## src/rtl/word_triplet_packer.sv

```systemverilog
// Packs three consecutive input words into one frame (a, bb, bbbb) with valid/ready on both sides.
// Latency: o_valid rises the cycle after the third accepted word; stalls hold the frame and block input.
module word_triplet_packer #(
  parameter int WIDTH   = 32,
  parameter int TIMEOUT = 100
) (
  input  logic             i_clk,
  input  logic             i_rst_n,
  input  logic             i_valid,
  output logic             o_ready,
  input  logic [WIDTH-1:0] i_data,
  input  logic             i_abort,
  output logic             o_valid,
  input  logic             i_ready,
  output logic [WIDTH-1:0] o_a,
  output logic [WIDTH-1:0] o_bb,
  output logic [WIDTH-1:0] o_bbbb,
  output logic [15:0]      o_frame_count,
  output logic             o_timeout_err
);

  typedef enum logic [1:0] {EMPTY, HAVE_A, HAVE_BB, FULL} state_t;

  localparam logic [15:0] IDLE_LIMIT = 16'(TIMEOUT - 1);

  state_t           state, state_nxt;
  logic [WIDTH-1:0] a_q, bb_q, bbbb_q;
  logic [WIDTH-1:0] a_nxt, bb_nxt, bbbb_nxt;
  logic [15:0]      idle_q, idle_nxt;
  logic [15:0]      cnt_q, cnt_nxt;
  logic             err_q, err_nxt;
  logic             partial, aborting, accept, deliver, expired;

  assign partial  = (state == HAVE_A) || (state == HAVE_BB);
  assign aborting = partial && i_abort;

  // Handshakes are gated by reset so nothing looks live while i_rst_n is low.
  assign o_ready = i_rst_n && ((state == FULL) ? i_ready : !aborting);
  assign o_valid = i_rst_n && (state == FULL);

  assign accept  = i_valid && o_ready;
  assign deliver = o_valid && i_ready;
  assign expired = partial && !accept && !aborting && (idle_q == IDLE_LIMIT);

  always_ff @(posedge i_clk or negedge i_rst_n) begin
    if (!i_rst_n) begin
      state  <= EMPTY;
      a_q    <= '0;
      bb_q   <= '0;
      bbbb_q <= '0;
      idle_q <= '0;
      cnt_q  <= '0;
      err_q  <= 1'b0;
    end else begin
      state  <= state_nxt;
      a_q    <= a_nxt;
      bb_q   <= bb_nxt;
      bbbb_q <= bbbb_nxt;
      idle_q <= idle_nxt;
      cnt_q  <= cnt_nxt;
      err_q  <= err_nxt;
    end
  end

  always_comb begin
    state_nxt = state;
    a_nxt     = a_q;
    bb_nxt    = bb_q;
    bbbb_nxt  = bbbb_q;
    idle_nxt  = idle_q;
    err_nxt   = 1'b0;
    cnt_nxt   = cnt_q + 16'(deliver);

    case (state)
      EMPTY: begin
        idle_nxt = '0;
        if (accept) begin
          a_nxt     = i_data;
          state_nxt = HAVE_A;
        end
      end
      HAVE_A, HAVE_BB: begin
        if (aborting) begin
          state_nxt = EMPTY;
          idle_nxt  = '0;
        end else if (accept) begin
          idle_nxt = '0;
          if (state == HAVE_A) begin
            bb_nxt    = i_data;
            state_nxt = HAVE_BB;
          end else begin
            bbbb_nxt  = i_data;
            state_nxt = FULL;
          end
        end else if (expired) begin
          state_nxt = EMPTY;
          idle_nxt  = '0;
          err_nxt   = 1'b1;
        end else begin
          idle_nxt = idle_q + 16'd1;
        end
      end
      FULL: begin
        idle_nxt = '0;
        // Accepting here implies i_ready, so the held frame leaves on this same edge.
        if (accept) begin
          a_nxt     = i_data;
          state_nxt = HAVE_A;
        end else if (deliver) begin
          state_nxt = EMPTY;
        end
      end
      default: state_nxt = EMPTY;
    endcase
  end

  assign o_a           = a_q;
  assign o_bb          = bb_q;
  assign o_bbbb        = bbbb_q;
  assign o_frame_count = cnt_q;
  assign o_timeout_err = err_q;

endmodule

```

## config.mk

```make
export PLATFORM = sky130hd
export DESIGN_NAME = word_triplet_packer
export DESIGN_NICKNAME = d
export VERILOG_FILES = /design/src/rtl/word_triplet_packer.sv
export SDC_FILE = /design/constraint.sdc
export NUM_CORES = 1
export LEC_CHECK = 0
export ABC_AREA = 1
export BUFFER_PORTS_ARGS = -buffer_cell sky130_fd_sc_hd__buf_4
export CORE_AREA = 4 4 141 143
export DETAILED_ROUTE_END_ITERATION = 6
export DIE_AREA = 0 0 145 147
export HOLD_SLACK_MARGIN = 0.1
export SYNTH_ARGS = -nofsm -noshare
export SYNTH_HDL_FRONTEND = slang
export SYNTH_SLANG_ARGS = --single-unit
```

## constraint.sdc

```tcl
create_clock -name i_clk -period 2.2 [get_ports i_clk]
set_clock_uncertainty 0.1 [all_clocks]
set_input_delay 0.11 -clock i_clk [delete_from_list [all_inputs] [get_ports i_clk]]
set_output_delay 0.11 -clock i_clk [all_outputs]
set_load 0.03 [all_outputs]
```

; ---- Word level (Yosys, flattened, before mapping)
; Index checks and enable logic that the tools add are counted.
[word_totals]
reg_bits = 131
in_bits = 37
output_inout_bits = 115
word_cells = 53
[op_classes]
add_sub_neg = 2
eq_ne = 7
mux = 17
bitwise = 2
n_reduce_logical = 18
[ops]
columns = op, n
row1 = $mux W16, 3
row2 = $pmux W16 S2, 1
row3 = $add A16 B1 Y16, 1
row4 = $add A16 B1 Y16 const B, 1
row5 = $eq A16 B7 Y1 const B, 1
row6 = $mux W2, 6
row7 = $logic_and A1 B1 Y1, 8
row8 = $reduce_and A4 Y1, 2
row9 = $mux W1, 6
row10 = $pmux W2 S3, 1
row11 = $eq A2 B2 Y1 const B, 2
row12 = $ne A4 B4 Y1 const B, 1
row13 = $reduce_or A2 Y1, 2
row14 = $ne A3 B3 Y1 const B, 1
row15 = $reduce_and A3 Y1, 1
row16 = $eq A2 B1 Y1 const B, 1
row17 = $logic_not A1 Y1, 2
row18 = $logic_not A2 Y1, 1
row19 = $ne A2 B2 Y1 const B, 1
row20 = $not A1 Y1, 2
row21 = $reduce_and A2 Y1, 1
row22 = $logic_or A1 B1 Y1, 1

; ---- Logic depth before layout (Yosys ltp)
; Gate-level depths: netlist of run 1.
[logic_depth]
depth_word = 15
depth_mapped = 11
mapped_depth_nobuf = 11

; ---- Worst setup path before layout of run 1
; OpenSTA, ideal clock, no wires.
[synth_path]
kind = register to register
from = reg state[0]
to = reg cnt_q[14] (netlist: o_frame_count[14])
setup_time_ps = 123
t_arrival_ps = 1776
required_time_ps = 1977
path_slack_ps = 201
path_stages_with_launch = 11
n_path_buf = 0
period_less_slack_ps = 1999
cell_sequence = dfrtp_1 ha_1 nand3_1 inv_1 ha_1 ha_1 nand3_1 nor3_2 nand3b_1 o21ai_0 nand2_1
[synth_between]
elab_chain_len = 4
[synth_rtl]
columns = element, line
row1 = from (decl), 26  ; state_t state, state_nxt;
row2 = from (signal assigned), 55  ; state <= state_nxt;
row3 = $eq A2 B2 Y1, 39  ; assign o_valid = i_rst_n && (state == FULL);
row4 = $logic_and A1 B1 Y1, 39
row5 = $logic_and A1 B1 Y1, 42  ; assign deliver = o_valid && i_ready;
row6 = $add A16 B1 Y16, 72  ; cnt_nxt = cnt_q + 16'(deliver);
row7 = via cnt_nxt[14], 30  ; logic [15:0] cnt_q, cnt_nxt;
row8 = to (signal assigned), 60  ; cnt_q <= cnt_nxt;
row9 = to (decl), 30
; The timed path passes the listed nets, and every way through them passes these cells.
; A chain may end at the register's enable or synchronous reset.

; ---- Worst setup path in the final report of run 1
[layout_path]
from = reg state[0]
to = reg cnt_q[8] (netlist: o_frame_count[8])
; The elaborated chain is that of the path after synthesis.

==> results of run 1 <==
-- registers in the layout, summed over array words and instances, names as in the netlist --
register,cells
idle_q,16
o_a,32
o_bb,32
o_bbbb,32
o_frame_count,16
o_timeout_err,1
state,2
-- cell type report --
class | count | area share (%)
Sequential cell | 131 | 41.3
Multi-Input combinational cell | 341 | 23.1
Tap cell | 234 | 3.69
Timing Repair Buffer | 197 | 20.9
Clock inverter | 11 | 1.89
Clock buffer | 21 | 6.05
Inverter | 64 | 3.06
-- worst min-delay path by stage --
stage / from / endpoint / cells after the start
after global routing: idle_q[0]$_DFF_PN0_ / idle_q[0]$_DFF_PN0_ / 1
after detailed placement: i_rst_n / o_a[14]$_DFFE_PN0P_ / 2
after CTS: idle_q[0]$_DFF_PN0_ / idle_q[0]$_DFF_PN0_ / 1
final: i_rst_n / idle_q[11]$_DFF_PN0_ / 3
after global placement: i_rst_n / o_a[14]$_DFFE_PN0P_ / 2
after floorplan: i_rst_n / idle_q[0]$_DFF_PN0_ / 0
-- per-stage QoR --
stage	power, mW	util [%]	hold WS [ns]
after global routing	11.9	42.7	0.393
after global placement	8.29	37.3	0.229
after CTS	11.4	42.6	0.362
final	11.3	42.7	0.342
after detailed placement	8.33	37.3	0.216
after floorplan	6.49	-	-0.286
-- metal layers --
metal  share of wire (%)  global-route usage (%)  vias to the layer above
met1                  45                    16.8                     1996
met5               0.095                       0                        -
met4                 1.5                    4.13                        2
met2                  47                    21.2                      102
li1                    -                       -                     2163
met3                 6.9                    5.58                       17
-- critical path: cells and delay by family, from the launching register on --
kind | cells | cell delay [ns]
adder cells (fa/ha/maj) | 3 | 0.53
AND/OR/NAND/NOR | 4 | 0.52
flip-flops | 1 | 0.41
buffers and inverters | 2 | 0.24
XOR/XNOR | 1 | 0.15
-- cells in the mapped netlist --
| library cell | count | area share [%] |
|---|---|---|
| a21oi_1 | 3 | 0.27 |
| a31o_2 | 1 | 0.16 |
| buf_2 | 6 | 0.55 |
| buf_4 | 4 | 0.55 |
| buf_6 | 9 | 1.8 |
| clkbuf_1 | 1 | 0.068 |
| dfrtp_1 | 131 | 60 |
| ha_1 | 7 | 1.6 |
| inv_1 | 60 | 4.1 |
| inv_2 | 3 | 0.20 |
| inv_4 | 1 | 0.11 |
| nand2_1 | 135 | 9.2 |
| nand2_2 | 4 | 0.46 |
| nand2_4 | 2 | 0.41 |
| nand3_1 | 14 | 1.3 |
| nand3_4 | 2 | 0.64 |
| nand3b_1 | 1 | 0.14 |
| nand4_1 | 3 | 0.34 |
| nor2_1 | 32 | 2.2 |
| nor2_2 | 6 | 0.68 |
| nor3_1 | 10 | 0.91 |
| nor3_2 | 1 | 0.18 |
| nor3b_1 | 2 | 0.27 |
| o21ai_0 | 3 | 0.27 |
| o21ai_1 | 64 | 5.8 |
| o21ai_2 | 32 | 5.1 |
| o21bai_1 | 1 | 0.14 |
| or2_1 | 1 | 0.11 |
| xnor2_1 | 4 | 0.64 |
| xor2_1 | 13 | 2.1 |
-- power groups by stage --
stage	sequential [mW]	clock [mW]	combinational, mW
floorplan	5.24	0	1.25
global placement	3.74	0	4.55
detailed placement	3.73	0	4.60
CTS	3.71	3.07	4.64
global route	3.81	3.17	4.93
finish	3.72	2.98	4.58
-- cell families after synthesis --
kind of cell	Yosys count
simple gates	213
flops	131
compound gates	104
buf+inv	84
xor+xnor	17
fa+ha+maj	7
-- what timing repair did --
action,CTS,global route
hold endpoints to repair,243,0
resized for setup,0,9
endpoints found under the setup margin,0,5
hold buffers,36,0
==> impl_metrics.ini, run 1 <==
[cells_and_area]
layout_common_cells = buf_4 (153), nand2_1 (135), dfrtp_1 (130), o21ai_1 (65), inv_1 (59)
drive_above_1_share_pct = 32.8
multiInputGateArea_um2 = 1840
final_cells = 999
final_area_um2 = 7940
nNetsFinal = 796
seq_area_um2 = 3280
area_growth_pct = 44.6
antenna_cells = 0
fillers = 1787
layout_commonest_cell = buf_4

[timing]
setup_violations = 0
tightest_slew_ns = 0.730
hold_viol_final = 0
rsz0062_at_grt = false
slew_headroom_pct = 51.4
timing.final.ws_setup_ns = 0.141
finalCriticalPeriod_ns = 2.06
max_freq_ghz = 0.486
tns_ns = 0
finalMaxSlewViolations = 0
fin_crit_sh_pct = 93.6

[setup_path]
r2r-end = o_frame_count[8]$_DFF_PN0_
cp-end-kind = flip-flop
cp-endpoint = o_frame_count[8]$_DFF_PN0_
path_class = reg -> reg
critPathRequiredTime_ns = 2.40
cp_slowest_stage_delay_ns = 0.41
cp_slowest_cell = dfrtp_2
cp_max_fo = 4
critPathLaunch = state[0]$_DFFE_PN0P_
arrival_ns = 2.25
rrSetupSlack_ns = 0.14
cp-start-kind = flip-flop
r2r_cells = 10
reg2reg_from = state[0]$_DFFE_PN0P_
crit_chain = ha_4 -> nand3_1 -> inv_2 -> ha_2 -> ha_2 -> nand3_2 -> nor3_4 -> buf_4 -> nand3_1 -> xor2_1

[place]
place.gp.congestion = 0.786
io_buffer_count = 151
hpwlAfterDp_um = 9410
place_inst = 931
dp_slack_ns = 0.0762
place_area_um2 = 6920

[yosys]
synthMuxAreaShare_pct = 0
ys_seq_area_share_pct = 59.7
syn_area_um2 = 5490
syn_area_per_cell_um2 = 9.88
synth_nets = 600
yosys_warnings = 0
synthCells = 556
synthAdderAreaFrac_pct = 1.59
yosys.area_share.simple_pct = 16.8
synth-xor-area-share_pct = 2.71
ys_ff_latch = 131
synth_top_family_by_area = simple AND/OR/NAND/NOR gates
synth_cell_type_count = 30
synth_compound_area_share_pct = 11.8

[detailed_routing]
initialDrtViolationCount = 174
drt-wirelength-per-cell_um = 13.7
vias_per_cell = 4.28
firstDrtPassIters = 4
wirelength_um = 13700
dr_total_vias = 4280
ant_nets = 0
drc = 0

[floorplan]
start_util_pct = 29.6
die_w_um = 145
die_h_um = 147
dieArea_um2 = 21300
core_um2 = 18600
io_pins = 152
row_count = 50

[global_routing]
grt_pass1_wl_um = 23100
grt_pass1_vias = 4414
grt_max_degree = 134
antenna_found_initial = 1
grt_usage_pct = 13.4
overflow = 0

[pwr]
seqPwrFrac_pct = 33.0
p_sw_mw = 4.45
power_density_nw_per_um2 = 1420
p_comb_share_pct = 40.6
ir_drop_uv = 879
p_sw_share_pct = 39.5
pwr-share-clk_pct = 26.4
p_leak_nw = 4.03
p_int_mw = 6.83

[hold_path]
hold_class = in -> async

[clock_tree]
cts_htree_levels = 4
numCtsBuffers = 17
clock_latency_ns = 0.41
cts.clk_slew.worst_paths_ns = 0.06
cts_setup_buffers = 0
root_buffer = clkbuf_16
clk_path_buf_depth = 2
cts_tree = done
cts.sink_count = 131

[status]
status = completed

[run]
cap_violations = 0
(Power assumes the default switching activity.)
==> run 2, diff against run 1 <==
BUFFER_PORTS_ARGS = default   (was -buffer_cell sky130_fd_sc_hd__buf_4)
DONT_BUFFER_PORTS = 1   (was default)
==> run 2 against run 1 <==
  * Routed wire length down 4.0%
  * Sequential cell count unchanged
  * Via count down 13%
  * Clock power up 2%
  * Non-clock buffer count down 147
  * Worst hold slack worse by 1.0 ns
  * Sequential share of layout area up 7.0 points
  * First-iteration DRC count down 17%
  * The flow now finishes with violations (hold timing)
  * Largest power group is now registers
  * Sequential power up 47%
==> impl_metrics.ini, run 2 (synthesis gave the netlist of run 1 again) <==
[cells_and_area]
antenna_cells = 0
layout_commonest_cell = nand2_1
fin_util_pct = 36.6
multiInputGateArea_um2 = 1840
layout_common_cells = nand2_1 (135), dfrtp_1 (131), o21ai_1 (65), inv_1 (59), dlygate4sd3_1 (38)
seq_area_um2 = 3280
area_growth_pct = 23.6
fillers = 1796
drive_above_1_share_pct = 16.3
nNetsFinal = 649
final_area_um2 = 6790

[clock_tree]
cts_htree_levels = 4
cts.sink_count = 131
clock_latency_ns = 0.40
cts_tree = done
cts_hold_buffers = 38
numCtsBuffers = 17
cts.clk_slew.worst_paths_ns = 0.06
root_buffer = clkbuf_16
clk_path_buf_depth = 2

[setup_path]
cp-end-kind = flip-flop
crit_chain = inv_1 -> ha_1 -> nand2_2 -> nand3_1 -> nand2_2 -> nand2_4 -> nand2_1 -> dlygate4sd3_1 -> nor2_1
arrival_ns = 2.30
cp_slowest_stage_delay_ns = 0.54
cp_slowest_cell = dlygate4sd3_1
cp_max_fo = 4
worst_path_most_repeated_cell = nand2_2
cp-start-kind = flip-flop
path_class = reg -> reg
critPathRequiredTime_ns = 2.39

[detailed_routing]
firstDrtPassIters = 4
wl_met3_um = 1090
drc = 0
wl_met2_um = 6120
initialDrtViolationCount = 145
met1_length_um = 5700
ant_nets = 0
drt-wirelength-per-cell_um = 15.4
top_layer = met4
dr_total_vias = 3718
wirelength_um = 13100
vias_per_cell = 4.36

[timing]
whs_ns = -0.706
finalMaxSlewViolations = 0
setup_violations = 0
slew_headroom_pct = 71.2
rsz0062_at_grt = true
finalCriticalPeriod_ns = 2.10
tightest_slew_ns = 0.431
timing.final.ws_setup_ns = 0.0967
max_freq_ghz = 0.475
fin_crit_sh_pct = 95.6
hold_viol_final = 131

[status]
status = finished with violations
violations = hold timing

[global_routing]
grt_max_degree = 136
grt_pass1_vias = 4001
overflow = 0
grt_usage_pct = 12.8
antenna_found_initial = 0
grt_pass1_wl_um = 21900

[floorplan]
io_pins = 152
core_um2 = 18600
start_util_pct = 29.6
row_count = 50
die_h_um = 147
die_w_um = 145
dieArea_um2 = 21300

[place]
place_area_um2 = 5740
dp_slack_ns = 0.0328
io_buffer_count = 0
place.gp.congestion = 0.768
hpwlAfterDp_um = 8830

[pwr]
p_leak_nw = 3.27
ir_drop_uv = 788
power_density_nw_per_um2 = 1480

[run]
cap_violations = 0

[hold_path]
hold_class = in -> async
-- run 2: cell count changes in the layout (fill, tap and decap cells not counted), sizes merged --
cell / change
buf: -149
clkbuf: -4
inv: +3
dlygate4sd3: +2
bufinv: +1
-- run 2: what timing repair did --
action / in CTS / in global routing
buffers inserted: 0 / 1
gates resized for setup: 0 / 9
hold endpoints to repair: 247 / 131
setup endpoints to repair: 0 / 8
-- run 2: final cells by class --
| cell class | count | share of cell area, % |
|---|---|---|
| multi-input combinational | 341 | 27.0 |
| timing repair buffer | 50 | 7.53 |
| clock inverter | 15 | 3.02 |
| sequential | 131 | 48.3 |
| clock buffer | 17 | 6.26 |
| tap | 234 | 4.31 |
| inverter | 64 | 3.57 |
-- run 2: per-layer routing --
metal  global-route usage [%]  vias up
li1                         -     1871
met1                     15.4     1719
met2                     20.4      109
met3                     5.71       19
met4                     4.80        0
met5                        0        -
-- run 2: path summary, 6_finish.rpt --
| kind | startpoint | depth (start not counted) | to | slack, ns |
|---|---|---|---|---|
| max reg2reg | state[0]$_DFFE_PN0P_ | 9 | o_timeout_err$_DFF_PN0_ | 0.1 |
| max | state[0]$_DFFE_PN0P_ | 9 | o_timeout_err$_DFF_PN0_ | 0.1 |
| min reg2reg | idle_q[0]$_DFF_PN0_ | 1 | idle_q[0]$_DFF_PN0_ | 0.36 |
| min | i_rst_n | 0 | o_a[24]$_DFFE_PN0P_ | -0.71 |
| max in group asynchronous | i_rst_n | 0 | idle_q[11]$_DFF_PN0_ | 2.55 |
| min in group i_clk | i_valid | 3 | o_bbbb[7]$_DFFE_PN0P_ | 0.12 |
-- run 2: per-stage QoR --
stage	power, mW	cells	TNS [ns]
6_report	10.0	852	0
5_1_grt	10.6	852	-0.0517
4_1_cts	10.2	851	0
3_5_place_dp	7.00	781	0
3_3_place_gp	6.92	781	0
2_1_floorplan	6.49	556	0
-- run 2: critical path: cells and delay by family, from the launching register on --
kind | cells | cell delay, ns
buffers and inverters | 2 | 0.63
and+or+nand+nor | 6 | 0.50
DFF | 1 | 0.43
adders and majority gates | 1 | 0.34
-- run 2: power by group --
part	switching, mW	total (mW)	internal [mW]
combinational	0.884	1.56	0.675
clock	1.12	3.04	1.91
sequential	2.25	5.45	3.20
